==> src/rtl/sna_pkg.sv <==
// Shared flit-format definitions for the SNA response path.
// Field positions, flit type codes and widths used by the output buffer and its FIFOs.
package sna_pkg;

  localparam int FLIT_W  = 37;
  localparam int NUM_VC  = 8;
  localparam int VC_W    = 3;

  localparam int TYPE_HI = 36;
  localparam int TYPE_LO = 35;
  localparam int VC_HI   = 34;
  localparam int VC_LO   = 32;

  localparam logic [1:0] FLIT_INV  = 2'b00;
  localparam logic [1:0] FLIT_HDR  = 2'b01;
  localparam logic [1:0] FLIT_BODY = 2'b10;
  localparam logic [1:0] FLIT_TAIL = 2'b11;

  typedef logic [FLIT_W-1:0] flit_t;

endpackage

==> src/rtl/sna_vc_fifo.sv <==
// Single virtual-channel flit FIFO with synchronous push/pop and an extra count bit
// so that full and empty are distinguishable. The head flit is readable combinationally.
module sna_vc_fifo
  import sna_pkg::*;
#(
  parameter int DEPTH = 4,
  parameter int W     = FLIT_W,
  localparam int PTR_W = $clog2(DEPTH),
  localparam int CNT_W = PTR_W + 1
) (
  input  logic             clk,
  input  logic             rst,
  input  logic             push_i,
  input  logic [W-1:0]     push_data_i,
  input  logic             pop_i,
  output logic [W-1:0]     head_o,
  output logic [CNT_W-1:0] count_next_o,
  output logic             full_o,
  output logic             empty_o
);

  logic [W-1:0]     mem_q [DEPTH];
  logic [PTR_W-1:0] wr_ptr_q;
  logic [PTR_W-1:0] rd_ptr_q;
  logic [CNT_W-1:0] count_q;
  logic [CNT_W-1:0] count_d;

  always_comb begin
    count_d = count_q;
    if (push_i && !pop_i) begin
      count_d = count_q + CNT_W'(1);
    end else if (!push_i && pop_i) begin
      count_d = count_q - CNT_W'(1);
    end
  end

  always_ff @(posedge clk) begin
    if (push_i) begin
      mem_q[wr_ptr_q] <= push_data_i;
    end
  end

  // Pointers wrap naturally because DEPTH is a power of two.
  always_ff @(posedge clk) begin
    if (rst) begin
      wr_ptr_q <= '0;
      rd_ptr_q <= '0;
      count_q  <= '0;
    end else begin
      if (push_i) wr_ptr_q <= wr_ptr_q + PTR_W'(1);
      if (pop_i)  rd_ptr_q <= rd_ptr_q + PTR_W'(1);
      count_q <= count_d;
    end
  end

  assign head_o       = mem_q[rd_ptr_q];
  assign count_next_o = count_d;
  assign full_o       = (count_q == CNT_W'(DEPTH));
  assign empty_o      = (count_q == '0);

endmodule

==> src/rtl/sna_vc_output_buffer.sv <==
// Per-VC output buffer between the SNA response packetizer and the router link:
// buffers flits per VC, reports allocatable/on-off flow control, round-robin drains to the link.
module sna_vc_output_buffer
  import sna_pkg::*;
#(
  parameter int FIFO_DEPTH = 4,
  parameter int OFF_MARGIN = 2
) (
  input  logic              clk,
  input  logic              rst,
  input  logic [FLIT_W-1:0] noc_data,
  input  logic              is_valid,
  output logic [NUM_VC-1:0] is_allocatable,
  output logic [NUM_VC-1:0] is_on_off,
  input  logic [NUM_VC-1:0] link_on_off,
  output logic [FLIT_W-1:0] link_data,
  output logic              link_valid,
  output logic              overflow_err
);

  localparam int CNT_W = $clog2(FIFO_DEPTH) + 1;

  logic [FLIT_W-1:0] head       [NUM_VC];
  logic [CNT_W-1:0]  count_next [NUM_VC];
  logic [NUM_VC-1:0] full, empty, eligible, push_vec, pop_vec, tail_pop;
  logic [NUM_VC-1:0] owned_q, owned_d, owned_eff;
  logic [NUM_VC-1:0] alloc_q, alloc_d, onoff_q, onoff_d;
  logic [VC_W-1:0]   rr_ptr_q, rr_ptr_d, winner, idx;
  logic [FLIT_W-1:0] link_data_q;
  logic              link_valid_q, err_q, proto_err, found;
  logic [1:0]        in_type;
  logic [VC_W-1:0]   in_vc;

  assign in_type  = noc_data[TYPE_HI:TYPE_LO];
  assign in_vc    = noc_data[VC_HI:VC_LO];
  assign eligible = ~empty & link_on_off;

  generate
    for (genvar gi = 0; gi < NUM_VC; gi++) begin : g_vc
      sna_vc_fifo #(
        .DEPTH (FIFO_DEPTH),
        .W     (FLIT_W)
      ) u_fifo (
        .clk          (clk),
        .rst          (rst),
        .push_i       (push_vec[gi]),
        .push_data_i  (noc_data),
        .pop_i        (pop_vec[gi]),
        .head_o       (head[gi]),
        .count_next_o (count_next[gi]),
        .full_o       (full[gi]),
        .empty_o      (empty[gi])
      );

      assign tail_pop[gi] = pop_vec[gi] && (head[gi][TYPE_HI:TYPE_LO] == FLIT_TAIL);
      // Flow control is derived from next-state so it reflects the edge that changed it.
      assign alloc_d[gi]  = !owned_d[gi] && (count_next[gi] == '0);
      assign onoff_d[gi]  = (FIFO_DEPTH - int'(count_next[gi])) >= OFF_MARGIN;
    end
  endgenerate

  always_comb begin
    found   = 1'b0;
    winner  = rr_ptr_q;
    idx     = rr_ptr_q;
    pop_vec = '0;
    for (int k = 0; k < NUM_VC; k++) begin
      idx = rr_ptr_q + VC_W'(k);
      if (!found && eligible[idx]) begin
        found  = 1'b1;
        winner = idx;
      end
    end
    if (found) pop_vec[winner] = 1'b1;
    rr_ptr_d = found ? winner + VC_W'(1) : rr_ptr_q;
  end

  // A tail leaving this cycle releases the VC before the incoming flit is judged.
  always_comb begin
    owned_eff = owned_q & ~tail_pop;
    proto_err = 1'b0;
    push_vec  = '0;
    if (is_valid) begin
      case (in_type)
        FLIT_INV: proto_err = 1'b1;
        FLIT_HDR: proto_err = owned_eff[in_vc];
        default:  proto_err = !owned_eff[in_vc];
      endcase
      if (full[in_vc] && !pop_vec[in_vc]) proto_err = 1'b1;
      if (!proto_err) push_vec[in_vc] = 1'b1;
    end
    owned_d = owned_eff;
    if (push_vec[in_vc] && (in_type == FLIT_HDR)) owned_d[in_vc] = 1'b1;
  end

  always_ff @(posedge clk) begin
    if (rst) begin
      owned_q      <= '0;
      rr_ptr_q     <= '0;
      alloc_q      <= '1;
      onoff_q      <= '1;
      link_data_q  <= '0;
      link_valid_q <= 1'b0;
      err_q        <= 1'b0;
    end else begin
      owned_q      <= owned_d;
      rr_ptr_q     <= rr_ptr_d;
      alloc_q      <= alloc_d;
      onoff_q      <= onoff_d;
      link_valid_q <= found;
      if (found) link_data_q <= head[winner];
      err_q        <= err_q | proto_err;
    end
  end

  assign is_allocatable = alloc_q;
  assign is_on_off      = onoff_q;
  assign link_data      = link_data_q;
  assign link_valid     = link_valid_q;
  assign overflow_err   = err_q;

endmodule

==> config.mk <==
export PLATFORM = sky130hd
export DESIGN_NAME = sna_vc_output_buffer
export DESIGN_NICKNAME = d
export VERILOG_FILES = /design/src/rtl/sna_pkg.sv /design/src/rtl/sna_vc_fifo.sv /design/src/rtl/sna_vc_output_buffer.sv
export SDC_FILE = /design/constraint.sdc
export NUM_CORES = 1
export LEC_CHECK = 0
export CORE_UTILIZATION = 35
export CTS_BUF_LIST = sky130_fd_sc_hd__clkbuf_4 sky130_fd_sc_hd__clkbuf_8
export DETAILED_ROUTE_END_ITERATION = 7
export SETUP_SLACK_MARGIN = 0.4
export SYNTH_ARGS = -nofsm -noshare
export SYNTH_HDL_FRONTEND = slang
export SYNTH_HIERARCHICAL = 1
export SYNTH_SLANG_ARGS = --single-unit
==> constraint.sdc <==
create_clock -name clk -period 5.77 [get_ports clk]
set_input_delay 1.154 -clock clk [delete_from_list [all_inputs] [get_ports clk]]
set_output_delay 1.154 -clock clk [all_outputs]
set_load 0.02 [all_outputs]
==> reports/metrics.csv, run 1 <==
metric,value,unit
Site Rows,143,
area added between synthesis and finish,21.4,%
cells on worst reg2reg path,23,
max_cap viols,0,
die area,0.156,mm^2
RSZ-0062 raised after global routing,true,
crit path from,link_on_off[5],
Routed WL,150,mm
layout cells sized above 1,32.7,%
initial antenna violation count,6,
crit-path leading delay family,compound AO/OA/AOI/OAI gates,
mapped cell area,0.0541,mm^2
max-slew violations,0,
# DRC,0,
Syn Area/Cell,17.9,um^2
top-count cell post-synth,edfxtp_1,
#FFs+latches synth,1322,
Routed met3 length,11.4,mm
crit-path max cell delay,490,ps
Boundary Pins,103,
Post-Synthesis Cells,3024,
min setup slack post-route,230,ps
first-pass GRT wire length,214,mm
status,completed,
crit path max fanout,7,
top post-synthesis cells by count,"edfxtp_1, nand2_1, mux4_2",
Finished Core Util,43.0,%
post-placement cell count,5250,
Final nets,3652,
FF-to-FF End,is_allocatable[4]$_SDFF_PP1_,
Synth area leaders,"edfxtp_1, mux4_2, dfxtp_1",
CP bufs+invs,6,
Met1 Wirelength,64.4,mm
Worst EP required,6530,ps
CTS hold repair buffers,0,
CTS Buffer Depth,3,
Hold Crit Class,reg -> reg,
1st-iter DRT viols,3057,
Worst Path Arrival,6300,ps
Synth Flop Type,edfxtp_1,
Max Clock Skew,75.6,ps
vias in the first global route,30600,
Reg2Reg Setup Slack,290,ps
critical path class,in -> reg,
H-tree levels,4,
CP Cell Sequence,"clkdlybuf4s50_1, nor2b_2, mux4_2, buf_4, mux2i_4, o311ai_1, a22oi_2, nand3b_1, buf_6, nand2_8, o41ai_4, o22ai_2, a2111oi_4, mux2i_4, buf_12, nor3_4, buf_6, nand3b_1, o21ai_2, xor2_2, inv_2, ha_4, and3_4, a311o_1",
Clock Sinks,1322,
CTS tree,built,
DP HPWL,92.7,mm
Top Layer Used,met5,
Worst-Margin Slew,1340,ps
Core Region,0.153,mm^2
Slowest cell on crit path,mux4_2,
Routed Antenna Nets,0,
CP Launch Type,input pin,
Cell variety after synth,75,
DR vias/cell,5.33,
VDD IR-drop max,0.000664,V
fin crit period,5540,ps
Ys Warns,6,
pin count of the biggest net entering global routing,62,
Vias,30500,
grt total ovfl,0,
final hold violation count,0,
clk_lat worst skew,940,ps
WL met2,70.7,mm
GP Congestion,0.864,
Final period util,96.0,%
post-DR wirelength/cell,26.1,um
CTS Root Cell,clkbuf_8,
fin cells,5731,
PwrDens,545,mW/mm^2
biggest area consumer among synthesized cells,edfxtp_1,
IO Port Bufs,102,
Max-slew headroom,10.3,%
Post-synth EDFFs,1184,
cts bufs inserted,207,
total track usage,18.9,%
Worst path depth,24,
Highest Clock Rate,181,MHz
final instance area,0.0656,mm^2
Die H,395,um
Final setup viols,0,
setup slack at placement,-772,ps
top-area cell type share of the netlist area,65.7,%
initial core utilization,35.4,%
critical path endpoint category,register,
register area share after synthesis,70.8,%
Pleak,21.7,nW
crit path to,is_allocatable[4]$_SDFF_PP1_,
DR pass1 iterations,5,
Die X,395,um
Post-Syn Nets,3150,
"Reg clk slew, reported paths",60,ps
Async SR Flop Fraction,0,%
dpl cell area,0.0597,mm^2
reg2reg start,rr_ptr_q[0]$_SDFFE_PP0P_,
[state kept, by name (all words and copies together), names as in the netlist, named ones only]
name,count
overflow_err,1
owned_q,8
g_vc.u_fifo/wr_ptr_q,16
link_valid,1
is_allocatable,8
is_on_off,8
g_vc.u_fifo/rd_ptr_q,16
rr_ptr_q,3
g_vc.u_fifo/mem_q,1184
g_vc.u_fifo/count_q,24
link_data,37
[worst min-delay path by stage]
stage | from | to | slack [ps] | cells past startpoint
floorplan | owned_q[7]$_SDFF_PP0_ | owned_q[7]$_SDFF_PP0_ | 450 | 2
global placement | link_data[19]$_SDFFE_PP0P_ | link_data[19]$_SDFFE_PP0P_ | 440 | 2
detailed placement | link_data[9]$_SDFFE_PP0P_ | link_data[9]$_SDFFE_PP0P_ | 450 | 2
CTS | link_data[14]$_SDFFE_PP0P_ | link_data[14]$_SDFFE_PP0P_ | 460 | 2
global route | link_data[33]$_SDFFE_PP0P_ | link_data[33]$_SDFFE_PP0P_ | 470 | 2
finish | link_data[0]$_SDFFE_PP0P_ | link_data[0]$_SDFFE_PP0P_ | 460 | 2
[cells in the final DEF, fill, tap and decap left out, types with 43 or more instances in the layout]
master,instances
a21oi_1,50
and3_1,56
buf_12,84
buf_4,245
clkbuf_4,57
clkbuf_8,213
clkdlybuf4s50_1,97
clkinv_1,52
dfxtp_1,107
edfxtp_1,1184
ha_1,61
inv_1,43
mux4_1,56
mux4_2,249
nand2_1,301
nand3_1,104
nor2_1,90
o21ai_0,44
[worst min-delay path: stages (launching register included)]
cell and delay, ps:
dfxtp_1 310, nand2_1 50, a21oi_1 50
[per-stage QoR]
step / TNS [ps] / hold WS (ps) / power [mW]
2_1_floorplan: 0 / 447 / 19.1
3_3_place_gp: -332790 / 442 / 26.4
3_5_place_dp: -444090 / 445 / 26.4
4_1_cts: 0 / 462 / 35.0
5_1_grt: 0 / 474 / 37.3
6_report: 0 / 457 / 35.8
[power breakdown]
part	total (mW)	leakage (nW)	internal (mW)	switching [mW]
clock network	8.01	2.23	4.21	3.80
registers	11.0	11.8	10.7	0.297
logic	16.7	7.69	6.54	10.2
[final cells by class]
type | count | area (um^2)
tap | 2030 | 2540
antenna | 2 | 5.00
fill | 13300 | 87000
sequential | 1322 | 38400
clock inverter | 112 | 870
inverter | 59 | 225
clock buffer | 270 | 3360
multi-input combinational | 1473 | 15400
timing repair buffer | 463 | 4900
[kinds of logic after synthesis]
kind of cell	count (synthesis)	share of synthesized area [%]
fa+ha+maj	78	1.80
compound gates	248	3.16
buf+inv	229	2.63
flops	1322	70.8
simple gates	729	6.35
xor+xnor	54	0.949
mux	364	14.3
[layer usage]
layer / vias up / GRT usage [%]
li1: 13000 / -
met1: 16000 / 26.6
met2: 1299 / 30.2
met3: 246 / 3.54
met4: 2 / 4.86
met5: - / 0
[what timing repair did]
action	4_1_cts	5_1_grt
gates resized for setup	108	125
buffers inserted	64	32
hold endpoints to repair	0	0
pin swaps	24	51
endpoints found under the setup margin	909	876
gates cloned	0	1
No activity file was read; power rests on OpenSTA's default activity.
==> inputs of run 2 (changes only) <==
CORE_MARGIN = 2   (was unset)
==> run 2 against run 1 <==
Sequential power about the same. Design area decreased by 1.2%. Clock-buffer cell count increased by 10. Critical endpoint is now g_vc[7].u_fifo/mem_q[3][8]$_DFFE_PP_. Register-to-register slack about the same. Core utilization decreased by 0.82 points. Clock skew increased by 0.79 ps.
==> reports/metrics.csv, run 2 (synthesized netlist as in run 1, its figures left out) <==
metric,value,unit,change
Sequential Power Share,31.7,%,+0.9 points
Pleak,21.4,nW,-1.4%
CTS Buffer Depth,3,,unchanged
fin crit period,5490,ps,-49.8 ps
clk_lat worst skew,950,ps,about the same
DP HPWL,93.2,mm,+0.54%
Clk network pwr share,22.9,%,+0.5 points
Die H,397,um,+0.51%
layout cells sized above 1,30.3,%,-2.4 points
H-tree levels,4,,unchanged
Hold Startpoint,link_data[22]$_SDFFE_PP0P_,,
max-slew violations,0,,unchanged
status,completed,,
crit path from,g_vc[5].u_fifo/count_q[1]$_SDFF_PP0_,,
DR vias/cell,5.29,,-0.60%
post-placement cell count,5282,,+0.61%
Final period util,95.1,%,-0.86 points
IO Port Bufs,102,,unchanged
switching pwr,14.0,mW,-1.8%
Core Region,0.154,mm^2,+0.70%
1st-iter DRT viols,2944,,-3.7%
Final Power,34.7,mW,-3.0%
Sw Share,40.4,%,+0.49 points
Max Clock Skew,76.4,ps,+0.794 ps
Finished Core Util,42.2,%,-0.82 points
"most common cell after layout, fill and taps aside",edfxtp_1,,
Clock Sinks,1322,,unchanged
CP Launch Type,register,,
Final setup viols,0,,unchanged
post-route setup TNS,0,ps,unchanged
final instance area,0.0648,mm^2,-1.2%
PwrDens,535,mW/mm^2,-1.8%
final hold violation count,0,,unchanged
CTS tree,built,,
critical path endpoint category,register,,
Hold Crit Class,reg -> reg,,
cells on worst reg2reg path,25,,+8.7%
area of the multi-input gates,0.0150,mm^2,-2.5%
Highest Clock Rate,182,MHz,+0.91%
RSZ-0062 raised after global routing,true,,
area added between synthesis and finish,19.9,%,
CP bufs+invs,10,,+4
crit-path leading delay family,buffers and inverters,,
initial core utilization,35.2,%,-0.25 points
die area,0.158,mm^2,+1.0%
"Reg clk slew, reported paths",70,ps,about the same
Worst Hold Depth,2,,unchanged
GP Congestion,0.859,,-0.59%
Boundary Pins,103,,unchanged
Comb pwr share,45.4,%,-1.4 points
initial antenna violation count,10,,+4
total track usage,18.9,%,+0.038 points
Worst EP required,6400,ps,-130 ps
CTS hold repair buffers,0,,unchanged
crit-path max cell delay,520,ps,+30 ps
Worst-Margin Slew,1300,ps,-44.1 ps
Routed WL,151,mm,+0.58%
Vias,30200,,-0.91%
grt total ovfl,0,,unchanged
fin cells,5713,,-0.31%
CTS Root Cell,clkbuf_8,,
Site Rows,144,,+0.70%
Die X,397,um,+0.51%
VDD IR-drop max,0.00124,V,+86%
Worst path depth,25,,+4.2%
first-pass GRT wire length,215,mm,+0.37%
Storage cell area,0.0384,mm^2,unchanged
critical path class,reg -> reg,,
Final nets,3607,,-1.2%
dpl cell area,0.0599,mm^2,+0.29%
Worst Path Arrival,6120,ps,-180 ps
crit path max fanout,9,,+2
# DRC,0,,unchanged
cts bufs inserted,210,,+1.4%
most frequent cells in the layout,"edfxtp_1, nand2_1, mux4_2",,
"most used cell, CP",buf_4,,
Routed Antenna Nets,0,,unchanged
Reg with most FFs,g_vc.u_fifo/mem_q,,
pin count of the biggest net entering global routing,77,,+24%
Largest register FFs,1184,,unchanged
DR pass1 iterations,5,,unchanged
post-DR wirelength/cell,26.4,um,+0.90%
Fillers,13600,,+2.1%
Pint,20.7,mW,-3.7%
vias in the first global route,30300,,-1.0%
Slowest cell on crit path,mux4_2,,
reg2reg start,g_vc[5].u_fifo/count_q[1]$_SDFF_PP0_,,
max_cap viols,0,,unchanged
Max-slew headroom,13.5,%,+3.1 points
run 2: cell count changes in the layout (fill, tap and decap cells not counted), sizes merged:
cell	previous run	this run
clkbuf	271	281
diode	2	6
clkinv	97	102
buf	364	316
dlymetal6s2s	1	0
clkdlybuf4s50	97	98
bufinv	8	3
inv	63	66
clkinvlp	3	2
run 2: power groups by stage:
stage / clock [mW] / combinational, mW / sequential [mW]
after floorplan: 0 / 7.96 / 11.1
after global placement: 0 / 15.1 / 11.2
after detailed placement: 0 / 15.1 / 11.2
after CTS: 8.13 / 15.6 / 11.0
after global routing: 8.54 / 16.8 / 11.0
final: 7.95 / 15.7 / 11.0
run 2: worst min-delay path, cell delays in order, from the launching register on:
cell and delay (ps):
dfxtp_1 310, nand2_1 50, a21oi_1 50
run 2: cell type report:
cell class,instances,area share (%)
Antenna cell,6,0.0232
Clock buffer,280,5.34
Clock inverter,114,1.13
Inverter,59,0.342
Multi-Input combinational cell,1473,23.1
Sequential cell,1322,59.2
Tap cell,2044,3.94
Timing Repair Buffer,415,6.93
run 2: path summary, 6_finish.rpt:
kind	to	slack, ps
min	link_data[22]$_SDFFE_PP0P_	450
min reg2reg	link_data[22]$_SDFFE_PP0P_	450
max reg2reg	g_vc[7].u_fifo/mem_q[3][8]$_DFFE_PP_	280
max	g_vc[7].u_fifo/mem_q[3][8]$_DFFE_PP_	280
run 2: metrics by stage:
| step | hold slack (ps) | setup slack (ps) |
|---|---|---|
| 6_report | 453 | 280 |
| 5_1_grt | 476 | 42.3 |
| 4_1_cts | 456 | 363 |
| 3_5_place_dp | 448 | -797 |
| 3_3_place_gp | 443 | -666 |
| 2_1_floorplan | 447 | 25.2 |
run 2: repair_timing:
action	in CTS	in global routing
resized for setup	104	31
buffers inserted	23	7
setup endpoints to repair	1013	1088
pin swaps	32	13
gates cloned	0	1
run 2: layer usage:
layer / up-vias / wire [um] / track usage [%]
met4: 2 / 3790 / 5.64
li1: 12900 / - / -
met5: - / 11 / 0
met3: 253 / 13200 / 4.96
met2: 1348 / 70500 / 30.0
met1: 15700 / 63100 / 25.7
